[config.mk]
export PLATFORM = sky130hd
export DESIGN_NAME = deserializer_flat
export DESIGN_NICKNAME = d
export VERILOG_FILES = /design/src/rtl/deserializer_if.sv /design/src/rtl/deserializer.sv /design/src/flat_wrapper.sv
export SDC_FILE = /design/constraint.sdc
export NUM_CORES = 1
export LEC_CHECK = 0
export CORE_AREA = 2 2 74 76
export CTS_CLUSTER_SIZE = 14
export DETAILED_ROUTE_END_ITERATION = 7
export DIE_AREA = 0 0 76 78
export PLACE_DENSITY = 0.76
export SETUP_SLACK_MARGIN = 0.5
export SYNTH_ARGS = -nofsm -noshare
export SYNTH_HDL_FRONTEND = slang
export SYNTH_SLANG_ARGS = --single-unit
[constraint.sdc]
create_clock -name clk_i -period 2.6 [get_ports clk_i]
set_clock_uncertainty 0.05 [all_clocks]
set_input_delay 0.39 -clock clk_i [delete_from_list [all_inputs] [get_ports clk_i]]
set_output_delay 0.39 -clock clk_i [all_outputs]
set_load 0.01 [all_outputs]
[src/rtl/deserializer_if.sv]
// Serial-in / parallel-out bundle between a bit-stream source and the deserializer.
// Carries timeout_o as well when DESER_TIMEOUT_EN is defined.
interface deserializer_if #(
  parameter int DATA_W = 16,
  parameter int MOD_W  = $clog2(DATA_W)
);
  logic              ser_data_i;
  logic              ser_data_val_i;
  logic              ser_last_i;
  logic [DATA_W-1:0] deser_data_o;
  logic [MOD_W-1:0]  deser_mod_o;
  logic              deser_data_val_o;
  logic              busy_o;
`ifdef DESER_TIMEOUT_EN
  logic              timeout_o;
`endif

  modport slave (
    input  ser_data_i, ser_data_val_i, ser_last_i,
`ifdef DESER_TIMEOUT_EN
    output timeout_o,
`endif
    output deser_data_o, deser_mod_o, deser_data_val_o, busy_o
  );

  modport master (
    output ser_data_i, ser_data_val_i, ser_last_i,
`ifdef DESER_TIMEOUT_EN
    input  timeout_o,
`endif
    input  deser_data_o, deser_mod_o, deser_data_val_o, busy_o
  );
endinterface

[src/rtl/deserializer.sv]
// Reassembles MSB-first serial bits into DATA_W-bit words, with short final words reported via mod.
// Define DESER_TIMEOUT_EN to drop a partial word after TIMEOUT idle cycles and pulse timeout_o.
module deserializer #(
  parameter int DATA_W  = 16,
  parameter int MOD_W   = $clog2(DATA_W),
  parameter int TIMEOUT = 8
) (
  input logic           clk_i,
  input logic           rst_i,
  deserializer_if.slave bus_io
);

  if (DATA_W < 2) begin : g_chk_data_w
    $error("deserializer: DATA_W must be >= 2");
  end
  if (TIMEOUT < 1) begin : g_chk_timeout
    $error("deserializer: TIMEOUT must be >= 1");
  end

  logic [DATA_W-1:0] sreg_q, sreg_d;
  logic [MOD_W-1:0]  cnt_q, cnt_d;
  logic [DATA_W-1:0] data_q, data_d;
  logic [MOD_W-1:0]  mod_q, mod_d;
  logic              val_q, val_d;
  logic              busy_q, busy_d;
  logic [DATA_W-1:0] word_new;
  logic              accept;
  logic              full;

`ifdef DESER_TIMEOUT_EN
  localparam int IDLE_W = $clog2(TIMEOUT + 1);
  logic [IDLE_W-1:0] idle_q, idle_d;
  logic              timeout_q, timeout_d;
`endif

  assign accept = bus_io.ser_data_val_i;
  assign full   = (cnt_q == MOD_W'(DATA_W - 1));

  always_comb begin
    // Bit k of a word lands at index DATA_W-1-k.
    word_new = sreg_q;
    for (int i = 0; i < DATA_W; i++) begin
      if (cnt_q == MOD_W'(DATA_W - 1 - i)) word_new[i] = bus_io.ser_data_i;
    end

    sreg_d = sreg_q;
    cnt_d  = cnt_q;
    data_d = data_q;
    mod_d  = mod_q;
    val_d  = 1'b0;

    if (accept) begin
      if (full || bus_io.ser_last_i) begin
        data_d = word_new;
        mod_d  = full ? '0 : cnt_q + MOD_W'(1);
        sreg_d = '0;
        cnt_d  = '0;
        val_d  = 1'b1;
      end else begin
        sreg_d = word_new;
        cnt_d  = cnt_q + MOD_W'(1);
      end
    end

`ifdef DESER_TIMEOUT_EN
    idle_d    = idle_q;
    timeout_d = 1'b0;
    if (accept) begin
      idle_d = '0;
    end else if (busy_q) begin
      // Reaching the limit on this idle cycle discards the partial word.
      if (idle_q == IDLE_W'(TIMEOUT - 1)) begin
        idle_d    = '0;
        sreg_d    = '0;
        cnt_d     = '0;
        timeout_d = 1'b1;
      end else begin
        idle_d = idle_q + IDLE_W'(1);
      end
    end
`endif

    busy_d = (cnt_d != '0);
  end

  always_ff @(posedge clk_i or posedge rst_i) begin
    if (rst_i) begin
      sreg_q    <= '0;
      cnt_q     <= '0;
      data_q    <= '0;
      mod_q     <= '0;
      val_q     <= 1'b0;
      busy_q    <= 1'b0;
`ifdef DESER_TIMEOUT_EN
      idle_q    <= '0;
      timeout_q <= 1'b0;
`endif
    end else begin
      sreg_q    <= sreg_d;
      cnt_q     <= cnt_d;
      data_q    <= data_d;
      mod_q     <= mod_d;
      val_q     <= val_d;
      busy_q    <= busy_d;
`ifdef DESER_TIMEOUT_EN
      idle_q    <= idle_d;
      timeout_q <= timeout_d;
`endif
    end
  end

  assign bus_io.deser_data_o     = data_q;
  assign bus_io.deser_mod_o      = mod_q;
  assign bus_io.deser_data_val_o = val_q;
  assign bus_io.busy_o           = busy_q;
`ifdef DESER_TIMEOUT_EN
  assign bus_io.timeout_o        = timeout_q;
`endif

endmodule

[src/flat_wrapper.sv]
// flat-port wrapper written by rule: the top's interface ports become plain ports
module deserializer_flat 
#(
  parameter int DATA_W  = 16,
  parameter int MOD_W   = $clog2(DATA_W),
  parameter int TIMEOUT = 8
)
  (clk_i, rst_i, bus_io_ser_data_i, bus_io_ser_data_val_i, bus_io_ser_last_i, bus_io_deser_data_o, bus_io_deser_mod_o, bus_io_deser_data_val_o, bus_io_busy_o);
  deserializer_if #(.DATA_W(DATA_W), .MOD_W(MOD_W)) bus_io_i ();
  input logic clk_i;
  input logic rst_i;
  input wire logic [$bits(bus_io_i.ser_data_i)-1:0] bus_io_ser_data_i;
  input wire logic [$bits(bus_io_i.ser_data_val_i)-1:0] bus_io_ser_data_val_i;
  input wire logic [$bits(bus_io_i.ser_last_i)-1:0] bus_io_ser_last_i;
  output wire logic [$bits(bus_io_i.deser_data_o)-1:0] bus_io_deser_data_o;
  output wire logic [$bits(bus_io_i.deser_mod_o)-1:0] bus_io_deser_mod_o;
  output wire logic [$bits(bus_io_i.deser_data_val_o)-1:0] bus_io_deser_data_val_o;
  output wire logic [$bits(bus_io_i.busy_o)-1:0] bus_io_busy_o;
  assign bus_io_i.ser_data_i = bus_io_ser_data_i;
  assign bus_io_i.ser_data_val_i = bus_io_ser_data_val_i;
  assign bus_io_i.ser_last_i = bus_io_ser_last_i;
  assign bus_io_deser_data_o = bus_io_i.deser_data_o;
  assign bus_io_deser_mod_o = bus_io_i.deser_mod_o;
  assign bus_io_deser_data_val_o = bus_io_i.deser_data_val_o;
  assign bus_io_busy_o = bus_io_i.busy_o;
  deserializer #(.DATA_W(DATA_W), .MOD_W(MOD_W), .TIMEOUT(TIMEOUT)) u_core (.clk_i(clk_i), .rst_i(rst_i), .bus_io(bus_io_i));
endmodule
### Yosys cells after proc, flatten, opt, wreduce, memory -nomap -nowiden

Cells that the tools add are included.

| word-level totals | value |
|---|---|
| flip-flop bits (word level) | 42 |
| output and inout port bits | 22 |

| cells by class | value |
|---|---|
| $add $sub $neg | 1 |
| muxes and demuxes | 22 |
| reductions and logical operators | 4 |
| equality and inequality tests | 15 |

Operators by type and width:

| kind | count |
|---|---|
| == test 4 bit (second input constant) | 8 |
| two-way mux 1 bit | 18 |
| == test 4 x 3 -> 1 bit (second input constant) | 4 |
| two-way mux 16 bit | 1 |
| two-way mux 4 bit | 3 |
| == test 4 x 2 -> 1 bit (second input constant) | 2 |
| adder 4 x 1 -> 4 bit (second input constant) | 1 |
| == test 4 x 1 -> 1 bit (second input constant) | 1 |
| zero test 4 bit | 1 |
| nonzero test 4 bit | 1 |
| AND reduction 2 bit | 1 |
| logical OR 1 bit | 1 |

### Longest topological paths before layout

| logic depth | value |
|---|---|
| depth after elaboration | 5 |
| mapped depth | 6 |
| mapped depth without buffers | 5 |

### Worst setup path before layout

Ideal clock, no wire load.

| timing path | value |
|---|---|
| path kind | reg2reg |
| start point | reg u_core.cnt_q[1] |
| end point | reg u_core.busy_q (netlist: u_core.bus_io.busy_o) |
| buffers on the path | 1 |
| stages on the path, launching flop included | 6 |
| clock period less this slack | 1.616 ns |
| data arrival time | 1.441 ns |
| path slack | 0.984 ns |
| cell sequence | dfrtp_1 -> ha_1 -> buf_2 -> or3b_2 -> a21oi_1 -> o31ai_1 |

| on the way | value |
|---|---|
| longest elaborated chain between the ends | 5 |
| elaborated cells on any way between the ends | 6 |

RTL lines:

| what | RTL line | RTL |
|---|---|---|
| start, declared | deserializer.sv:21 | `logic [MOD_W-1:0] cnt_q, cnt_d;` |
| start signal, assigned | deserializer.sv:100 | `cnt_q <= cnt_d;` |
| branches (longest 3 deep; another with adder 4 x 1 -> 4 bit) | n/a |  |
| two-way mux 4 bit (*) | deserializer.sv:52 | `if (accept) begin` |
| nonzero test 4 bit (*) | deserializer.sv:83 | `busy_d = (cnt_d != '0);` |
| via u_core.busy_d | deserializer.sv:25 | `logic busy_q, busy_d;` |
| end signal, assigned | deserializer.sv:104 | `busy_q <= busy_d;` |
| end, declared | deserializer.sv:25 |  |

Mark *: on every way through the listed nets, which the timed path passes.
A chain may end at the register's enable or synchronous reset.

### Worst setup path after layout

| timing path | value |
|---|---|
| start point | reg u_core.cnt_q[1] |
| end point | reg u_core.cnt_q[0] |

| on the way | value |
|---|---|
| longest elaborated chain between the ends | 4 |

RTL lines:

| what | RTL line | RTL |
|---|---|---|
| == test 4 bit | deserializer.sv:37 | `assign full = (cnt_q == MOD_W'(DATA_W - 1));` |
| logical OR 1 bit | deserializer.sv:53 | `if (full \|\| bus_io.ser_last_i) begin` |
| two-way mux 4 bit | deserializer.sv:53 |  |
| two-way mux 4 bit | deserializer.sv:52 |  |
| via u_core.cnt_d[0] | deserializer.sv:21 |  |

The timed path passes the listed nets, and every way through them passes these cells.

==> impl_metrics.ini <==
[synth]
synth_flop_cell = dfrtp_1
synthCells = 219
seq_area_frac_synth = 0.475
yosys_warnings = 0
ys_async_sr_fraction = 1.00
synth_edf_count = 0
syn_area_mm2 = 0.00221
avgSynthCellArea_um2 = 10.1
synth.net_count = 228
ys_seq_elements = 42
synth.distinct_cells = 37

[hold_path]
hold_class = reg2reg

[outcome]
outcome = finished clean

[sta]
tightest_slew_ps = 522
fin_crit_ps = 2050
finalSetupTns_ps = 0
min_period_over_period = 0.787
setup_viol = 0
timing.fmax_ghz = 0.489
rsz0062_at_grt = true
max_slew_margin = 0.652
finalHoldViolCount = 0
maxSlewViolCount = 0

[placement]
post-dp-hpwl_mm = 3.24
io_buffers = 26
dp.cells = 303
gp_congestion = 0.858

[flow_run]
maxCapViolations = 0

[routing]
drc_errors = 0
wl_mm = 4.96
drt_first_pass_iters = 4
ant_nets = 0
initialDrtViolationCount = 165
vias = 1733
vias_per_cell = 5.59
post_drt_wl_per_cell_um = 16.0

[critical_path]
start_kind = register
path_max_fanout = 11
arrival_ps = 2180
required_ps = 2730
endpoint_kind = register
critPathKind = reg2reg

[floorplan]
fp.coreArea_mm2 = 0.00504
die_y_um = 78
start_util = 0.439
rows = 26
dieWidth_um = 76
io_pins = 27
fp.dieArea_mm2 = 0.00593

[finish]
fin_nets = 249
instances_no_fill = 310
area_growth_pct = 19.1
layout_commonest_cell = dfrtp_1
final_cell_mix = 42 x dfrtp_1, 39 x a21oi_1, 26 x clkdlybuf4s50_1
drive_above_1_share = 0.125
diodes = 0
final_util = 0.523

[global_route]
grt_pass1_wl_mm = 8.64
grt_start_max_net_pins = 43
track_usage = 0.179
grt_pass1_vias = 1764
grt_overflow = 0
antenna_found_initial = 0

[clock_tree]
cts_max_path_buffers = 2
cts_root_buf = clkbuf_8
cts_buffers = 5
clk_pin_slew_ps = 80
worstSkewPairLatency_ps = 300
cts_setup_buffers = 0
cts_sinks = 42
htreeDepth = 2
cts_tree = yes

[pwr]
total_power_mw = 1.82
p_per_area_mw_per_mm2 = 690
p_leak_nw = 1.12
peakVddDrop_mv = 0.481
[state kept, by name (all words and copies together) (netlist names)]
name / flops
u_core.bus_io.busy_o: 1
u_core.bus_io.deser_mod_o: 4
u_core.sreg_q: 16
u_core.bus_io.deser_data_o: 16
u_core.cnt_q: 4
u_core.bus_io.deser_data_val_o: 1
[cell type report]
type,count,area (um^2)
Multi-Input combinational cell,142,1000
Timing Repair Buffer,36,335
Clock inverter,1,30.0
Inverter,13,48.8
Sequential cell,42,1050
Fill cell,440,2410
Clock buffer,6,82.6
Tap cell,70,87.6
[cells by family (layout without fill, tap and decap cells)]
kind of cell               count (synthesis)  in the layout  share of synthesized area
DFF                                       42             42                      0.475
and+or+nand+nor                           39             39                      0.119
buffers and inverters                     35             56                     0.0808
adders and majority gates                  4              4                     0.0226
muxes                                     16             16                     0.0729
AOI/OAI and AO/OA                         83             83                      0.230
[repair_timing]
| item | in CTS | in global routing |
|---|---|---|
| gates resized for setup | 0 | 3 |
| setup endpoints to repair | 0 | 35 |
| hold buffers | 0 | 0 |
[cells in the mapped netlist (4+ instances only)]
cell	count	area (um^2)
nand2_1	7	26.3
inv_1	12	45.0
a21oi_1	39	195
o2bb2ai_1	10	87.6
o21ai_0	11	55.1
mux2i_1	15	150
clkbuf_1	4	15.0
buf_2	11	55.1
nor3b_2	4	50.1
nand3_1	6	30.0
o22ai_1	6	37.5
a31oi_1	7	43.8
nand3b_1	5	37.5
ha_1	4	50.1
dfrtp_1	42	1050
[path summary, 6_finish.rpt]
path                                                  to               from  cells past startpoint  slack (ps)
setup reg to reg                         u_core.cnt_q[0]    u_core.cnt_q[1]                      5         550
hold / removal                         u_core.sreg_q[15]  u_core.sreg_q[15]                      1         450
max in group asynchronous  u_core.bus_io.deser_data_o[9]              rst_i                      3        1670
min in group asynchronous  u_core.bus_io.deser_data_o[0]              rst_i                      3         470
setup / recovery                         u_core.cnt_q[0]    u_core.cnt_q[1]                      5         550
hold reg to reg                        u_core.sreg_q[15]  u_core.sreg_q[15]                      1         450
[power breakdown]
part           internal [mW]  leakage (nW)  switching, mW
clock network          0.307        0.0573          0.223
registers              0.733         0.539         0.0705
logic                  0.238         0.522          0.246
[worst max-delay path, cell delays in order, from the launching register on]
cell	delay, ps
dfrtp_1	500
ha_1	460
a31o_2	390
buf_4	220
nor2_1	50
mux2_2	250
[per-stage QoR]
| step | instance area, um^2 | hold WS [ps] | setup WS, ps |
|---|---|---|---|
| 6_report | 2640 | 450 | 555 |
| 5_1_grt | 2640 | 483 | 478 |
| 4_1_cts | 2620 | 449 | 540 |
| 3_5_place_dp | 2510 | 433 | 454 |
| 3_3_place_gp | 2510 | 421 | 513 |
| 2_1_floorplan | 2210 | 405 | 984 |
[metal layers]
layer | up-vias | routed length, um | share of wire | global-route usage
met2 | 45 | 2420 | 0.49 | 0.280
met3 | 5 | 285 | 0.057 | 0.0349
met5 | - | 0 | 0 | 0
met1 | 848 | 2230 | 0.45 | 0.247
met4 | 0 | 32 | 0.0065 | 0.0655
li1 | 835 | - | - | -
(Power assumes the default switching activity.)
